==> src/rtl/sort_frame_loader.sv <==
// Frame loader for the top-K sorter: buffers one frame from a valid/ready stream,
// saturates samples to the sorter width and runs the start/wait/clear handshake.
module sort_frame_loader #(
    parameter int DATA_NUM    = 40,
    parameter int DATA_LENGTH = 14,
    parameter int IN_LENGTH   = 16,
    parameter int NUM_WIDTH   = 6,
    parameter int TIMEOUT     = 64
) (
    input  logic                   clk_i,
    input  logic                   rst_i,
    input  logic                   in_valid_i,
    output logic                   in_ready_o,
    input  logic [IN_LENGTH-1:0]   in_data_i,
    input  logic                   in_last_i,
    output logic [DATA_LENGTH-1:0] data_o [DATA_NUM],
    output logic                   sort_start_o,
    input  logic                   sort_finish_i,
    output logic [NUM_WIDTH-1:0]   frame_len_o,
    output logic                   busy_o,
    output logic                   err_len_o,
    output logic                   err_timeout_o
);

    localparam int WC_W = $clog2(TIMEOUT + 1);
    localparam logic [IN_LENGTH-1:0]   SAT_LIM = IN_LENGTH'((2 ** DATA_LENGTH) - 1);
    localparam logic [DATA_LENGTH-1:0] SAT_VAL = DATA_LENGTH'((2 ** DATA_LENGTH) - 2);

    typedef enum logic [1:0] {
        S_FILL  = 2'd0,
        S_START = 2'd1,
        S_WAIT  = 2'd2,
        S_CLEAR = 2'd3
    } state_t;

    state_t                 state_q, state_d;
    logic [DATA_LENGTH-1:0] data_q [DATA_NUM];
    logic [DATA_LENGTH-1:0] data_d [DATA_NUM];
    logic [NUM_WIDTH-1:0]   wr_ptr_q, wr_ptr_d;
    logic [NUM_WIDTH-1:0]   frame_len_q, frame_len_d;
    logic [WC_W-1:0]        wait_cnt_q, wait_cnt_d;
    logic                   err_len_q, err_len_d;
    logic                   err_timeout_q, err_timeout_d;
    logic                   accept_s;

    // Zero stays "no data"; large values clip below the all-ones sentinel.
    function automatic logic [DATA_LENGTH-1:0] sat(input logic [IN_LENGTH-1:0] x);
        logic [DATA_LENGTH-1:0] r;
        if (x == '0) begin
            r = '0;
        end else if (x >= SAT_LIM) begin
            r = SAT_VAL;
        end else begin
            r = x[DATA_LENGTH-1:0];
        end
        return r;
    endfunction

    assign accept_s = in_valid_i && (state_q == S_FILL);

    // Next-state logic for the frame FSM, buffer, counters and sticky errors.
    always_comb begin
        state_d       = state_q;
        data_d        = data_q;
        wr_ptr_d      = wr_ptr_q;
        frame_len_d   = frame_len_q;
        wait_cnt_d    = wait_cnt_q;
        err_len_d     = err_len_q;
        err_timeout_d = err_timeout_q;
        case (state_q)
            S_FILL: begin
                if (accept_s) begin
                    data_d[wr_ptr_q] = sat(in_data_i);
                    wr_ptr_d         = wr_ptr_q + NUM_WIDTH'(1);
                    frame_len_d      = wr_ptr_q + NUM_WIDTH'(1);
                    if (wr_ptr_q == NUM_WIDTH'(DATA_NUM - 1)) begin
                        state_d   = S_START;
                        err_len_d = err_len_q | ~in_last_i;
                    end else if (in_last_i) begin
                        state_d = S_START;
                    end else begin
                        state_d = S_FILL;
                    end
                end else begin
                    state_d = S_FILL;
                end
            end
            S_START: begin
                wait_cnt_d = '0;
                state_d    = S_WAIT;
            end
            S_WAIT: begin
                if (wait_cnt_q != '1) begin
                    wait_cnt_d = wait_cnt_q + WC_W'(1);
                end else begin
                    wait_cnt_d = wait_cnt_q;
                end
                // The first two WAIT cycles mask a stale finish from the sorter's free-run.
                if (sort_finish_i && (wait_cnt_q >= WC_W'(2))) begin
                    state_d = S_CLEAR;
                end else if (wait_cnt_q == WC_W'(TIMEOUT - 1)) begin
                    err_timeout_d = 1'b1;
                    state_d       = S_CLEAR;
                end else begin
                    state_d = S_WAIT;
                end
            end
            S_CLEAR: begin
                for (int i = 0; i < DATA_NUM; i++) begin
                    data_d[i] = '0;
                end
                wr_ptr_d = '0;
                state_d  = S_FILL;
            end
            default: begin
                state_d = S_FILL;
            end
        endcase
    end

    // State and buffer registers with synchronous reset.
    always_ff @(posedge clk_i) begin
        if (rst_i) begin
            state_q       <= S_FILL;
            for (int i = 0; i < DATA_NUM; i++) begin
                data_q[i] <= '0;
            end
            wr_ptr_q      <= '0;
            frame_len_q   <= '0;
            wait_cnt_q    <= '0;
            err_len_q     <= 1'b0;
            err_timeout_q <= 1'b0;
        end else begin
            state_q       <= state_d;
            data_q        <= data_d;
            wr_ptr_q      <= wr_ptr_d;
            frame_len_q   <= frame_len_d;
            wait_cnt_q    <= wait_cnt_d;
            err_len_q     <= err_len_d;
            err_timeout_q <= err_timeout_d;
        end
    end

    assign data_o        = data_q;
    assign in_ready_o    = (state_q == S_FILL);
    assign sort_start_o  = (state_q == S_START);
    assign busy_o        = (state_q != S_FILL);
    assign frame_len_o   = frame_len_q;
    assign err_len_o     = err_len_q;
    assign err_timeout_o = err_timeout_q;

endmodule

==> config.mk <==
export PLATFORM = sky130hd
export DESIGN_NAME = sort_frame_loader
export DESIGN_NICKNAME = d
export VERILOG_FILES = /design/src/rtl/sort_frame_loader.sv
export SDC_FILE = /design/constraint.sdc
export NUM_CORES = 1
export LEC_CHECK = 0
export ABC_AREA = 1
export CAP_MARGIN = 20
export CORE_MARGIN = 8
export CORE_UTILIZATION = 45
export CTS_BUF_LIST = sky130_fd_sc_hd__clkbuf_4
export DETAILED_ROUTE_END_ITERATION = 8
export PLACE_DENSITY = 0.79
export SLEW_MARGIN = 15
export SYNTH_ARGS = -nofsm -noshare
export SYNTH_HDL_FRONTEND = slang
export SYNTH_SLANG_ARGS = --single-unit
==> constraint.sdc <==
create_clock -name clk_i -period 1.6 [get_ports clk_i]
set_input_delay 0.32 -clock clk_i [delete_from_list [all_inputs] [get_ports clk_i]]
set_output_delay 0.32 -clock clk_i [all_outputs]
set_load 0.02 [all_outputs]
# == Yosys cells after proc, flatten, opt, wreduce, memory -nomap -nowiden ==
# Cells that the tools add are included.
# word_totals
reg_bits,583
input_bits,21
output_inout_bits,571
elab_cells,96
# classes
addsub,2
magnitude_cmp,4
eq_ne,8
muxes,19
bitwise_logic,4
n_reduce_logical,13
# ops
cell,n
560-bit one-hot mux with 2 select lines,1
560-bit bitwise mux,1
560-bit 2-to-1 mux,1
14-bit demux with 6-bit select,1
14-bit 2-to-1 mux,5
"16-bit by 14-bit greater-or-equal comparator with 1-bit output, second input constant",1
16-bit zero test,1
7-bit one-hot mux with 2 select lines,1
6-bit one-hot mux with 2 select lines,1
2-bit one-hot mux with 4 select lines,1
"7-bit by 1-bit adder with 7-bit output, second input constant",1
"7-bit by 6-bit equality test with 1-bit output, second input constant",1
"7-bit by 2-bit greater-or-equal comparator with 1-bit output, second input constant",1
"7-bit greater-or-equal comparator, second input constant",1
"7-bit by 1-bit < comparator with 1-bit output, second input constant",1
7-bit 2-to-1 mux,1
"7-bit != test, second input constant",1
6-bit inverter with 7-bit output,1
"6-bit by 1-bit adder with 6-bit output, second input constant",1
"6-bit equality test, second input constant",1
6-bit 2-to-1 mux,1
2-bit AND reduction,3
3-bit AND reduction,2
2-bit nonzero test,3
other kinds (10),17

# == Logic depth before layout (Yosys ltp) ==
# Gate-level depths: netlist of the first run.
# depth
word_depth,8
depth_mapped,11
ltp_nobuf,10

# == Worst setup path after synthesis of the first run ==
# OpenSTA, ideal clock, no wires.
# synth_path
path_kind,register to register
startpoint,register state_q[0]
endpoint,register data_q (netlist bit data_o[101])
setup_ns,0.132
arrival_time_ns,1.816
required_time_ns,1.468
path_slack_ns,-0.348
path_stages_with_launch,10
path_buffers,2
period_less_slack_ns,1.948
cell_sequence,dfxtp_1 > inv_1 > ha_1 > nand2_2 > o21ai_1 > clkbuf_1 > nand2_1 > buf_2 > nand2_1 > a21oi_1
# synth_between
elab_chain_len,4
word_cells_on_any_way,7
classes_between,2 x eq/ne; 1 x mux; 4 x reduce/logical
# synth_rtl
element,line,source
start: declaration,36,"state_t state_q, state_d;"
start signal: assignment,134,state_q <= state_d;
2-bit zero test *,--,
via in_ready_o,13,"output logic in_ready_o,"
1-bit logical AND,59,assign accept_s = in_valid_i && (state_q == S_FILL);
2-bit by 1-bit != test with 1-bit output (no line),--,
2-bit AND reduction (no line),--,
end signal: assignment,135,data_q <= data_d;
end: declaration,37,logic [DATA_LENGTH-1:0] data_q [DATA_NUM];
# Mark *: on every way through the listed nets, which the timed path passes. The rest lies on a longest branch.
# A chain may end at the register's enable or synchronous reset.

# == Worst setup path in the final report of the first run ==
# layout_path
startpoint,register state_q[1]
endpoint,register data_q (netlist bit data_o[434])
# layout_between
elab_chain_len,4
word_cells_on_any_way,7
classes_between,2 x eq/ne; 1 x mux; 4 x reduce/logical
# layout_rtl
element,line
2-bit zero test,"59, 70"
1-bit logical AND,59
2-bit by 1-bit != test with 1-bit output (no line),--
2-bit AND reduction (no line),--
# Parallel ways exist; a longest one is shown, timed or not.

==> results.md, run 1 <==
* Run status: finished, violations left
* Failing checks: setup timing
* Internal power at 21.8 mW
* Clock Latency Late Sink at 1050 ps
* CTS Buffer Depth at 3
* Share of power burned in registers at 0.489
* Setup Skew at 62.8 ps
* CTS tree: done
* Setup crit end kind: register
* P_sw at 8.09 mW
* FF-to-FF End: data_o[434]$_SDFFE_PP0P_
* Global route overflow at 0
* Area share of the largest cell type after synthesis at 0.545
* FF+latch count, synth at 583
* Die X at 234 um
* Cell row count at 80
* Hold_sp: sort_finish_i
* Xor and xnor area share after synthesis at 0
* Critical path depth at 12
* Routability Congestion at 0.851
* WS Path Type: register to register
* Vias at 26200
* Post-Layout Cell Count at 4438
* Hold endpoint: err_timeout_o$_SDFFE_PP0P_
* Post-DRT Antenna Nets at 0
* WP data required at 2510 ps
* Worst-Margin Slew at 722 ps
* Area Growth Syn to Fin at 73.9%
* Placed Instances at 4028
* Final cycle utilization of the critical path at 1.45
* Final setup viols at 1143
* Leakage power at 14.6 nW
* Number of max-cap violations at 0
* Post-synthesis adder-cell area fraction at 0.00409
* Syn avg cell area at 7.54 um2
* Initial antenna violation count at 6
* Seq/Total Area, Yosys at 0.545
* Most frequent cells in the layout: nand2_1 (1075), buf_6 (597), dfxtp_2 (567)
* Worst path cell trace: inv_4 > ha_4 > buf_4 > buf_6 > nand2_8 > o21ai_4 > buf_12 > buf_12 > nand2_1 > buf_6 > nand2_1 > a21oi_1
* Root Buffer: clkbuf_4
* Compound-Gate Fraction of Synth Area at 0.138
* Overall Power at 29.9 mW
* Layout cells sized above 1 at 0.561
* Worst hold path cell count at 4
* Sw Ratio at 0.270
* I/O pin cnt at 592
* Remaining DRCs at 0
* Syn. warnings at 0
* Clock-pin slew on the worst setup and hold paths at 90 ps
* Initial DRT Pass Iterations at 9
* Gate Count Post-Synth at 2839
* Core box area at 47300 um2
* RSZ-0062 raised after global routing: yes
* Slowest stage delay, CP at 430 ps
* Port Buf Inserts at 591
* Die Y at 234 um
* Proportion of synthesized area in mux cells at 0
* GRT Total Usage at 0.345
* Max_slew headroom at 0.518
* Crit path max-delay family: buffers and inverters
* First-pass GRT wire length at 145000 um
* Place WS at -872 ps
* Clock Power Share at 0.438
* Post-DR wirelength/cell at 25.6 um
* Fin. Hold Viols at 0
* Clock sink count at 583
* Max VDD drop at 0.931 mV
* Dpl cell area at 30200 um2
* Post-synthesis cell area at 21400 um2
* Die area at 54800 um2
* Largest family of logic cells by synthesized area: simple AND/OR/NAND/NOR gates
* H-tree levels at 4
* Reg2Reg Setup Slack at -730 ps
* Synth area leader: dfxtp_1
* Num CTS Buffers at 152
* Drt total wl at 114000 um
* Crit path max fanout at 14
* Fillers at 2508
* Final Slew Violations at 0
* DP Wirelength at 58000 um
* Nets at 3749
* Vias in the first global route at 24800
* Hold Path Class: input pin to register
* Final WS setup at -725 ps
* Reg-to-Reg Start: state_q[1]$_SDFF_PP0_
* Worst EP arrival at 3230 ps
* Largest net degree at the start of global routing at 96
* FF-to-FF path depth at 12
* Combinational share of power at 0.072
* Hold_ws at 167 ps
* Post-Synth Simple-Gate Area at 0.258
* DR vias/cell at 5.90
* WP buf/inv at 6
* Syn nets at 2867
* CP startpoint kind: register
* Commonest non-fill, non-tap cell in the layout: nand2_1
* Initial Util at 0.452
* Top area cells in the synthesized netlist: dfxtp_1 (55%), nand2_1 (22%), a21oi_1 (14%)
* Post-layout minimum cycle time at 2330 ps
* Slowest CP cell: a21oi_1
* Fmax at 430 MHz
* Cell variety after synth at 24
* Final design area excluding fillers at 37200 um2
* Pwr dens at 804 nW/um2
* Starting DRT DRC Count at 3334
timing repair:
item / CTS / global route
cloned: 21 / 16
setup endpoints to repair: 1129 / 1147
endpoints found under the hold margin: 583 / 0
pin swaps: 86 / 129
setup buffers: 102 / 17
gates resized for setup: 4214 / 425
hold buffers: 3 / 0
layout make-up:
type	instances	area (um2)	area share
antenna	5	12.5	0.000336
clock buffer	221	1660	0.0445
clock inverter	30	148	0.00396
inverter	39	171	0.00460
multi-input combinational	1996	10600	0.283
sequential	583	12400	0.333
tap	615	769	0.0207
timing repair buffer	949	11500	0.309
sequential cells by signal (all words and copies together), names as in the netlist:
name / cells
err_len_o: 1
state_q: 2
frame_len_o: 6
data_o: 560
wait_cnt_q: 7
wr_ptr_q: 6
err_timeout_o: 1
per-layer routing:
layer,up-vias,GRT usage,part of all wire
met5,-,0,0.00011
met4,2,0.237,0.087
met3,790,0.119,0.12
met2,2242,0.567,0.46
met1,12200,0.373,0.33
li1,10900,-,-
power by group through the flow:
stage	logic, mW	registers [mW]	clock network (mW)
floorplan	0.694	15.0	0
finish	2.17	14.7	13.1
global route	2.22	14.7	13.9
CTS	1.87	14.6	12.6
global placement	1.59	15.0	0
detailed placement	1.60	15.0	0
logic make-up (layout without fill, tap and decap cells):
| kind of cell | Yosys count | after routing |
|---|---|---|
| AO/OA/AOI/OAI | 588 | 588 |
| adder cells (fa/ha/maj) | 7 | 7 |
| buffers and inverters | 262 | 1239 |
| flip-flops | 583 | 583 |
| other | 0 | 5 |
| AND/OR/NAND/NOR | 1399 | 1401 |
worst min-delay path, cell delays in order:
cell and delay [ps]:
clkdlybuf4s50_1 510, o21ai_0 140, nand4_1 100, a21oi_1 60
per-stage QoR:
step | TNS, ps | utilization
finish | -305680 | 0.787
global route | -378730 | 0.787
CTS | -291500 | 0.744
detailed placement | -441010 | 0.638
global placement | -437950 | 0.638
floorplan | 0 | -
synth_stat cells, drive strengths merged:
cell       n
nand2   1249
dfxtp    583
a21oi    581
buf      133
clkbuf    90
nor2      66
nand3     65
inv       39
nor3       9
ha         7
nand4      6
o21ai      5
a21boi     2
or2        2
nand3b     1
nor3b      1
how the worst max path moves through the flow:
stage                                           to             startpoint  slack [ps]
after floorplan           data_o[475]$_SDFFE_PP0P_  state_q[1]$_SDFF_PP0_       0.007
after global placement    data_o[351]$_SDFFE_PP0P_           in_data_i[7]        -850
after detailed placement  data_o[351]$_SDFFE_PP0P_           in_data_i[7]        -870
after CTS                               in_ready_o  state_q[0]$_SDFF_PP0_        -610
after global routing      data_o[434]$_SDFFE_PP0P_  state_q[1]$_SDFF_PP0_        -720
final                     data_o[434]$_SDFFE_PP0P_  state_q[1]$_SDFF_PP0_        -730
No activity file was read; power rests on OpenSTA's default activity.
==> run 2, diff against run 1 <==
==> constraint.sdc (replaced) <==
create_clock -name clk_i -period 1.9 [get_ports clk_i]
set_input_delay 0.38 -clock clk_i [delete_from_list [all_inputs] [get_ports clk_i]]
set_output_delay 0.38 -clock clk_i [all_outputs]
set_load 0.02 [all_outputs]
==> results.md, run 2 (same netlist as run 1, synthesis figures left out) <==
* Nets at 3619
* Worst path cell trace: inv_4 > ha_4 > inv_4 > buf_6
* Internal power at 17.9 mW
* Area Growth Syn to Fin at 56.2%
* Run status: finished, violations left
* CP startpoint kind: register
* Fmax at 473 MHz
* Starting DRT DRC Count at 2170
* DR vias/cell at 5.37
* Setup crit end kind: output port
* Layout cells sized above 1 at 0.442
* Most frequent cells in the layout: nand2_1 (1205), a21oi_1 (568), buf_6 (496)
* Post-DR wirelength/cell at 20.8 um
* Number of max-cap violations at 0
* Share of power burned in registers at 0.512
* Clock Power Share at 0.426
* Final Slew Violations at 0
* DP Wirelength at 57600 um
* Clock Latency Late Sink at 990 ps
* Vias in the first global route at 21800
* Worst-Margin Slew at 791 ps
* Max_slew headroom at 0.473
* Die Y at 234 um
* Sw Ratio at 0.257
* P_sw at 6.19 mW
* Fin. Hold Viols at 0
* Initial antenna violation count at 4
* Max VDD drop at 0.669 mV
* Hold Path Class: input pin to register
* Global route overflow at 0
* Slowest CP cell: dfxtp_2
* WP data required at 1520 ps
* I/O pin cnt at 592
* Die area at 54800 um2
* FF-to-FF path depth at 11
* Combinational share of power at 0.062
* Setup TNS at -730 ps
* Post-layout minimum cycle time at 2120 ps
* Leakage power at 13.3 nW
* Overall Power at 24.1 mW
* Final WS setup at -215 ps
* Pwr dens at 720 nW/um2
* Remaining DRCs at 0
* RSZ-0062 raised after global routing: yes
* Largest register FFs at 560
* Initial DRT Pass Iterations at 6
* Failing checks: setup timing
* Core box area at 47300 um2
* FF-to-FF End: data_o[186]$_SDFFE_PP0P_
* H-tree levels at 4
* Worst hold path cell count at 3
* Cell row count at 80
* Post-DRT Antenna Nets at 0
* Drt total wl at 89600 um
* Critical path depth at 4
* Crit-path most repeated cell: inv_4
* Largest net degree at the start of global routing at 71
* CTS Buffer Depth at 3
* Crit path max-delay family: flip-flops
* Worst EP arrival at 1740 ps
* Final setup viols at 12
* Setup Skew at 44.3 ps
* Hold endpoint: state_q[0]$_SDFF_PP0_
* First-pass GRT wire length at 127000 um
* Reg2Reg Setup Slack at -20 ps
* Num CTS Buffers at 148
* Commonest non-fill, non-tap cell in the layout: nand2_1
* Root Buffer: clkbuf_4
* WS Path Type: register to output port
* WP buf/inv at 3
* Crit path max fanout at 3
* Hold_sp: in_last_i
* Routability Congestion at 0.884
* Slowest stage delay, CP at 350 ps
* Final cycle utilization of the critical path at 1.11
* Initial Util at 0.452
* Reg-to-Reg Start: state_q[1]$_SDFF_PP0_
* CTS tree: done
* Clock-pin slew on the worst setup and hold paths at 60 ps
* Die X at 234 um
* Vias at 23100
* Clock sink count at 583
* Port Buf Inserts at 591
* GRT Total Usage at 0.301
==> run 2: cell types whose count changed in the layout (fill, tap and decap cells not counted), moves of 15 or more <==
| cell | change |
|---|---|
| a21oi_1 | +134 |
| a21oi_2 | -132 |
| buf_12 | -28 |
| buf_16 | -15 |
| buf_4 | +31 |
| buf_6 | -101 |
| clkbuf_4 | -16 |
| dfxtp_1 | +103 |
| dfxtp_2 | -104 |
| nand2_1 | +130 |
| nand2_2 | -56 |
| nand2_4 | -60 |
| nand2_8 | -16 |
==> run 2: repair_timing <==
action                                  in CTS  in global routing
cloned                                       0                 17
hold buffers                                 1                  0
buffers inserted                            17                 14
pin swaps                                    3                  9
hold endpoints to repair                   135                  0
endpoints found under the setup margin     585                498
gates resized for setup                   3828                218
==> run 2: metrics by stage <==
stage               hold slack, ps  std cells  setup slack, ps   util  instance area (um2)
floorplan                      459       2839             12.1      -                21400
global route                  81.8       4304             -289  0.707                33500
global placement               436       4011             -610  0.628                29700
finish                         104       4304             -215  0.707                33500
CTS                           15.3       4270             -286  0.684                32400
detailed placement             450       4011             -619  0.628                29700
==> run 2: worst max-delay path by stage <==
stage,from,endpoint
floorplan,state_q[0]$_SDFF_PP0_,data_o[227]$_SDFFE_PP0P_
global placement,in_data_i[12],data_o[363]$_SDFFE_PP0P_
detailed placement,in_data_i[12],data_o[279]$_SDFFE_PP0P_
CTS,state_q[1]$_SDFF_PP0_,busy_o
global route,state_q[1]$_SDFF_PP0_,busy_o
finish,state_q[1]$_SDFF_PP0_,busy_o
==> run 2: power groups by stage <==
stage / Combinational, mW / Sequential, mW / Clock [mW]
global route: 1.54 / 12.3 / 11.1
floorplan: 0.526 / 12.7 / 0
CTS: 1.34 / 12.3 / 10.3
global placement: 1.30 / 12.6 / 0
detailed placement: 1.31 / 12.6 / 0
finish: 1.48 / 12.3 / 10.3
==> run 2: cell type report <==
type | instances | area [um2]
clock inverters | 37 | 173
clock buffers | 205 | 1540
well taps | 615 | 769
fillers | 3386 | 13900
flip-flops and latches | 583 | 12300
multi-input cells | 1994 | 9050
repair buffers | 825 | 9480
diodes | 6 | 15.0
inverters | 39 | 156
==> run 2: per-layer routing <==
layer	global-route usage	part of all wire	wire, um	up-vias
met5	0	0.00057	51	-
met4	0.164	0.050	4480	3
met1	0.351	0.37	33000	10900
met2	0.484	0.47	42100	1283
li1	-	-	-	10700
met3	0.104	0.11	9950	275
==> run 2: worst reg2reg max path, delay by kind of cell, from the launching register on <==
family	cells	cell delay (ps)
buf+inv	6	890
fa+ha+maj	1	180
flops	1	350
simple gates	2	140
compound gates	2	210
